<file path="src/rtl/spi_main_if.sv">
// Bundles the command-side handshake and the SPI pin signals of spi_main.
// The master modport is the controller's view; slave is the command logic / pins view.
interface spi_main_if #(
  parameter int WORD_BITS = 8
);
  logic                 start;
  logic [WORD_BITS-1:0] word_to_send;
  logic                 busy;
  logic                 done;
  logic [WORD_BITS-1:0] word_received;
  logic                 neg_enable;
  logic                 sck;
  logic                 out_bit;
  logic                 in_bit;

  modport master (
    input  start, word_to_send, in_bit,
    output busy, done, word_received, neg_enable, sck, out_bit
  );

  modport slave (
    output start, word_to_send, in_bit,
    input  busy, done, word_received, neg_enable, sck, out_bit
  );
endinterface

</file>
<file path="src/rtl/spi_main.sv">
// SPI mode-0 MSB-first controller exchanging one WORD_BITS word per start request.
// Define SPI_MAIN_BURST_EN to chain back-to-back words without releasing chip select.
//
// state      | meaning
// S_IDLE     | chip select high, waiting for start
// S_SETUP    | chip select low, MSB on out_bit, sck low
// S_SHIFT_HI | sck high; last cycle samples in_bit and shifts TX
// S_SHIFT_LO | sck low, out_bit stable
// S_HOLD     | chip select still low after the last falling sck edge
module spi_main #(
  parameter int WORD_BITS = 8,
  parameter int CLK_DIV   = 4
) (
  input  logic        clk,
  input  logic        rst,
  spi_main_if.master  bus
);

  localparam int DIV_W = $clog2(CLK_DIV);
  localparam int BIT_W = $clog2(WORD_BITS) + 1;

  typedef enum logic [2:0] {
    S_IDLE,
    S_SETUP,
    S_SHIFT_HI,
    S_SHIFT_LO,
    S_HOLD
  } state_t;

  state_t               state_q, state_d;
  logic [DIV_W-1:0]     div_q, div_d;
  logic [BIT_W-1:0]     bit_q, bit_d;
  logic [WORD_BITS-1:0] tx_q, tx_d;
  logic [WORD_BITS-1:0] rx_q, rx_d;
  logic [WORD_BITS-1:0] word_received_q, word_received_d;
  logic                 sck_q, sck_d;
  logic                 neg_enable_q, neg_enable_d;
  logic                 busy_q, busy_d;
  logic                 done_q, done_d;
  logic                 out_bit_q, out_bit_d;

  logic div_last;
  logic last_bit;
  logic burst_go;
  logic accept;

`ifdef SPI_MAIN_BURST_EN
  assign burst_go = bus.start;
`else
  assign burst_go = 1'b0;
`endif

  assign div_last = (div_q == DIV_W'(CLK_DIV - 1));
  assign last_bit = (bit_q == BIT_W'(WORD_BITS - 1));
  assign accept   = ((state_q == S_IDLE) && bus.start) ||
                    ((state_q == S_HOLD) && div_last && burst_go);

  always_ff @(posedge clk or negedge rst) begin
    if (!rst) begin
      state_q         <= S_IDLE;
      div_q           <= '0;
      bit_q           <= '0;
      tx_q            <= '0;
      rx_q            <= '0;
      word_received_q <= '0;
      sck_q           <= 1'b0;
      neg_enable_q    <= 1'b1;
      busy_q          <= 1'b0;
      done_q          <= 1'b0;
      out_bit_q       <= 1'b0;
    end else begin
      state_q         <= state_d;
      div_q           <= div_d;
      bit_q           <= bit_d;
      tx_q            <= tx_d;
      rx_q            <= rx_d;
      word_received_q <= word_received_d;
      sck_q           <= sck_d;
      neg_enable_q    <= neg_enable_d;
      busy_q          <= busy_d;
      done_q          <= done_d;
      out_bit_q       <= out_bit_d;
    end
  end

  always_comb begin
    state_d = state_q;
    div_d   = (state_q == S_IDLE || div_last) ? '0 : div_q + DIV_W'(1);
    bit_d   = bit_q;
    tx_d    = tx_q;
    rx_d    = rx_q;
    case (state_q)
      S_IDLE:     if (bus.start) state_d = S_SETUP;
      S_SETUP:    if (div_last) state_d = S_SHIFT_HI;
      S_SHIFT_HI: if (div_last) state_d = last_bit ? S_HOLD : S_SHIFT_LO;
      S_SHIFT_LO: if (div_last) state_d = S_SHIFT_HI;
      S_HOLD:     if (div_last) state_d = burst_go ? S_SETUP : S_IDLE;
      default:    state_d = S_IDLE;
    endcase
    if (accept) begin
      tx_d  = bus.word_to_send;
      rx_d  = '0;
      bit_d = '0;
    end else if (state_q == S_SHIFT_HI && div_last) begin
      // Zeros fill TX so out_bit rests low once the word is out.
      tx_d  = {tx_q[WORD_BITS-2:0], 1'b0};
      rx_d  = {rx_q[WORD_BITS-2:0], bus.in_bit};
      bit_d = bit_q + BIT_W'(1);
    end
  end

  // Outputs decode the next state so every pin comes straight from a flop.
  always_comb begin
    sck_d           = (state_d == S_SHIFT_HI);
    neg_enable_d    = (state_d == S_IDLE);
    busy_d          = (state_d != S_IDLE);
    done_d          = (state_q == S_HOLD) && div_last;
    out_bit_d       = tx_d[WORD_BITS-1];
    word_received_d = done_d ? rx_q : word_received_q;
  end

  assign bus.sck           = sck_q;
  assign bus.neg_enable    = neg_enable_q;
  assign bus.busy          = busy_q;
  assign bus.done          = done_q;
  assign bus.out_bit       = out_bit_q;
  assign bus.word_received = word_received_q;

endmodule

</file>
<file path="src/flat_wrapper.sv">
// flat-port wrapper written by rule: the top's interface ports become plain ports
module spi_main_flat 
#(
  parameter int WORD_BITS = 8,
  parameter int CLK_DIV   = 4
)
  (clk, rst, bus_start, bus_word_to_send, bus_in_bit, bus_busy, bus_done, bus_word_received, bus_neg_enable, bus_sck, bus_out_bit);
  spi_main_if #(.WORD_BITS(WORD_BITS)) bus_i ();
  input  logic clk;
  input  logic rst;
  input wire logic [$bits(bus_i.start)-1:0] bus_start;
  input wire logic [$bits(bus_i.word_to_send)-1:0] bus_word_to_send;
  input wire logic [$bits(bus_i.in_bit)-1:0] bus_in_bit;
  output wire logic [$bits(bus_i.busy)-1:0] bus_busy;
  output wire logic [$bits(bus_i.done)-1:0] bus_done;
  output wire logic [$bits(bus_i.word_received)-1:0] bus_word_received;
  output wire logic [$bits(bus_i.neg_enable)-1:0] bus_neg_enable;
  output wire logic [$bits(bus_i.sck)-1:0] bus_sck;
  output wire logic [$bits(bus_i.out_bit)-1:0] bus_out_bit;
  assign bus_i.start = bus_start;
  assign bus_i.word_to_send = bus_word_to_send;
  assign bus_i.in_bit = bus_in_bit;
  assign bus_busy = bus_i.busy;
  assign bus_done = bus_i.done;
  assign bus_word_received = bus_i.word_received;
  assign bus_neg_enable = bus_i.neg_enable;
  assign bus_sck = bus_i.sck;
  assign bus_out_bit = bus_i.out_bit;
  spi_main #(.WORD_BITS(WORD_BITS), .CLK_DIV(CLK_DIV)) u_core (.clk(clk), .rst(rst), .bus(bus_i));
endmodule
</file>
<file path="config.mk">
export PLATFORM = sky130hd
export DESIGN_NAME = spi_main_flat
export DESIGN_NICKNAME = d
export VERILOG_FILES = /design/src/rtl/spi_main_if.sv /design/src/rtl/spi_main.sv /design/src/flat_wrapper.sv
export SDC_FILE = /design/constraint.sdc
export NUM_CORES = 1
export LEC_CHECK = 0
export CORE_MARGIN = 3
export CORE_UTILIZATION = 47
export CTS_CLUSTER_SIZE = 30
export DETAILED_ROUTE_END_ITERATION = 8
export PLACE_DENSITY = 0.79
export SLEW_MARGIN = 20
export SYNTH_ARGS = -nofsm -noshare
export SYNTH_HDL_FRONTEND = slang
export SYNTH_SLANG_ARGS = --single-unit
</file>
<file path="constraint.sdc">
create_clock -name clk -period 1.36 [get_ports clk]
set_input_delay 0.204 -clock clk [delete_from_list [all_inputs] [get_ports clk]]
set_output_delay 0.204 -clock clk [all_outputs]
set_load 0.01 [all_outputs]
</file>
==> flow_summary.json, run 1 <==
{
  "cts_made_buffers": 5,
  "clock_skew_ns": 0.00987,
  "utilization_pct": 70.9,
  "yosys-top-cells-area": "dfrtp_1 57%, a22o_1 9.4%, mux2_4 8.5%",
  "tritoncts": "done",
  "num_vias": 1131,
  "place_hpwl_mm": 2.19,
  "r2r_setup_slack_ns": -0.12,
  "setup_viol": 23,
  "synth_cell_types": 32,
  "design_area_mm2": 0.00222,
  "worstMarginPinSlew_ns": 0.318,
  "multi_input_area_um2": 659,
  "grt_antenna_before_repair": 0,
  "wl_mm": 3.22,
  "root_buffer": "clkbuf_4",
  "p_total_mw": 3.60,
  "clkLatencyLatePin_ns": 0.35,
  "via_per_inst": 5.46,
  "worstPathMaxFanout": 8,
  "netlist_instances": 114,
  "placedCellCount": 192,
  "worstSetupEndpoint": "u_core.rx_q[6]",
  "die-area_mm2": 0.00411,
  "ant_nets": 0,
  "reg2reg_to": "u_core.rx_q[6]",
  "path_cells": "nor4b_4 -> buf_4 -> nor2_4 -> buf_6 -> a22o_1",
  "register_area_um2": 931,
  "grt_max_degree": 38,
  "dieHeight_um": 64.1,
  "cp-start-kind": "flip-flop",
  "nets": 176,
  "max_stage_delay_ns": 0.47,
  "run_status": "finished with violations",
  "fill_cells": 224,
  "syn_to_final_growth_pct": 39.6,
  "fin_ws_ns": -0.121,
  "detailed_place.area_mm2": 0.00201,
  "synth_ff_type": "dfrtp_1",
  "relSlewSlack_pct": 78.6,
  "core_mm2": 0.00313,
  "fmax_mhz": 675,
  "clk_path_buf_depth": 2,
  "ff2ff_path_depth": 5,
  "synth_top_cell_by_area": "dfrtp_1",
  "fp.dieW_um": 64.1,
  "slew_violations": 0,
  "rsz0062_at_grt": "true",
  "p_leak_nw": 1.11,
  "grt_pass1_wl_mm": 5.45,
  "netlist_area_mm2": 0.00159,
  "grt_use_total_pct": 17.4,
  "ys_seq_elements": 37,
  "clk_pin_slew_ns": 0.11,
  "timing.final.crit_share_pct": 109,
  "cap_violations": 0,
  "cp.arrival_ns": 1.73,
  "failed_checks": "negative setup slack",
  "final_common_cell": "dfrtp_1",
  "place_congestion": 0.747,
  "dr.first_iter.drc_count": 41,
  "port_buffers": 24,
  "start_util_pct": 50.8,
  "htree_levels": 2,
  "drt-pass1-iter-count": 4,
  "antenna_cells": 0,
  "synth-edff-count": 0,
  "startpoint": "u_core.state_q[0]",
  "critPathRequiredTime_ns": 1.61,
  "synth_nets": 128,
  "hold_buffers": 0,
  "finalHoldViolations": 0,
  "most-common-layout-cells": "33 x dfrtp_1, 17 x a22o_1, 16 x buf_4",
  "grt_pass1_vias": 1217,
  "grt-ovfl-total": 0,
  "instances_no_fill": 207,
  "r2r-start": "u_core.state_q[0]",
  "async_flop_share_pct": 100,
  "rows": 20,
  "slowest_stage": "dfrtp_2",
  "synth.avg_cell_area_um2": 13.9,
  "remaining_drc_errors": 0,
  "finalCriticalPeriod_ns": 1.48,
  "critPathKind": "reg -> reg",
  "clock-sinks": 37,
  "io_pins": 25,
  "ys_seq_area_share_pct": 58.3,
  "peakVddDrop_mv": 0.913,
  "drive_gt1_share_pct": 37.4,
  "synth_top_cell_area_share_pct": 56.7,
  "setup.worst_path.end_class": "flip-flop",
  "wire_per_inst_um": 15.6,
  "ys_warn_count": 0,
  "p_per_area_mw_per_mm2": 1620,
  "hold_path.class": "in -> async"
}
## kinds of logic after synthesis
family	Yosys count	synth area share, %
flops	37	58.3
mux	11	9.84
compound gates	32	15.8
simple gates	22	10.3
buf+inv	10	4.09
fa+ha+maj	2	1.57
## cells in the mapped netlist (all sizes together), types with 2 or more instances
master  count
nor3        3
buf         8
a21o        7
nor2        4
a22o       17
a21oi       4
ha          2
nand2       6
inv         2
dfrtp      36
mux2       10
## worst min-delay path by stage
stage                     depth (start not counted)                          end            start  slack, ns
final                                             2              u_core.bus.busy              rst       0.21
after floorplan                                   0              u_core.bit_q[0]              rst      -0.09
after global routing                              2  u_core.bus.word_received[2]              rst       0.21
after detailed placement                          1              u_core.div_q[0]  u_core.div_q[0]       0.44
after CTS                                         2              u_core.bus.busy              rst       0.21
after global placement                            1              u_core.div_q[0]  u_core.div_q[0]       0.43
## routing by layer
metal / share of wire (%) / vias to the layer above / track usage [%] / wire length, µm
li1: - / 514 / - / -
met1: 39 / 580 / 19.2 / 1270
met2: 54 / 32 / 31.0 / 1720
met3: 5.9 / 5 / 4.57 / 190
met4: 1.1 / 0 / 7.92 / 34
met5: 0 / - / 0 / 0
## per-stage QoR
| step | setup WS (ns) | hold slack, ns | TNS [ns] |
|---|---|---|---|
| after floorplan | -0.0860 | -0.0916 | -0.961 |
| after global placement | -0.217 | 0.429 | -2.41 |
| after detailed placement | -0.253 | 0.437 | -3.17 |
| after CTS | -0.0789 | 0.207 | -0.471 |
| after global routing | -0.167 | 0.209 | -2.78 |
| final | -0.121 | 0.214 | -1.71 |
## sequential cells by signal (all words and copies together) (netlist names)
signal / count
u_core.bus.word_received: 8
u_core.rx_q: 8
u_core.tx_q: 8
u_core.bit_q: 4
u_core.state_q: 3
u_core.div_q: 2
u_core.bus.busy: 1
u_core.bus.done: 1
u_core.bus.neg_enable: 1
u_core.bus.sck: 1
## layout make-up
| class | count | area share (%) |
|---|---|---|
| clock buffer | 6 | 2.31 |
| clock inverter | 2 | 1.69 |
| inverter | 2 | 0.338 |
| multi-input combinational | 67 | 29.7 |
| sequential | 37 | 42.0 |
| tap | 44 | 2.48 |
| timing repair buffer | 49 | 21.5 |
## worst max-delay path: cells and delay by family, from the launching register on
kind	cells	cell delay (ns)
simple gates	2	0.40
compound gates	1	0.19
buf+inv	2	0.32
flops	1	0.47
## where the power goes
group | total [mW] | internal [mW] | switching [mW] | leakage [nW]
Sequential | 1.59 | 1.38 | 0.204 | 0.475
Clock | 0.806 | 0.437 | 0.369 | 0.0445
Combinational | 1.21 | 0.675 | 0.535 | 0.595
Total | 3.60 | 2.49 | 1.11 | 1.11
## what timing repair did
item / CTS / global route
endpoints found under the setup margin: 42 / 33
gates cloned: 1 / 0
resized for setup: 23 / 10
buffers inserted: 5 / 2
pin swaps: 7 / 10
Note: power is estimated with default switching activity, not from simulation.
==> run 2: changes to the inputs <==
--- a/config.mk
+++ b/config.mk
@@ -7,6 +7,7 @@
 export LEC_CHECK = 0
 export CORE_MARGIN = 3
 export CORE_UTILIZATION = 47
+export CTS_CLUSTER_DIAMETER = 30
 export CTS_CLUSTER_SIZE = 30
 export DETAILED_ROUTE_END_ITERATION = 8
 export PLACE_DENSITY = 0.79
==> results of run 2 <==
No change in the layout: final DEF, timing and power equal those of run 1.
==> run 3: changes to the inputs <==
--- a/config.mk
+++ b/config.mk
@@ -5,6 +5,7 @@
 export SDC_FILE = /design/constraint.sdc
 export NUM_CORES = 1
 export LEC_CHECK = 0
+export ABC_CLOCK_PERIOD_IN_PS = 1360
 export CORE_MARGIN = 3
 export CORE_UTILIZATION = 47
 export CTS_CLUSTER_DIAMETER = 30
==> results of run 3 <==
No change in the layout: final DEF, timing and power equal those of run 1.
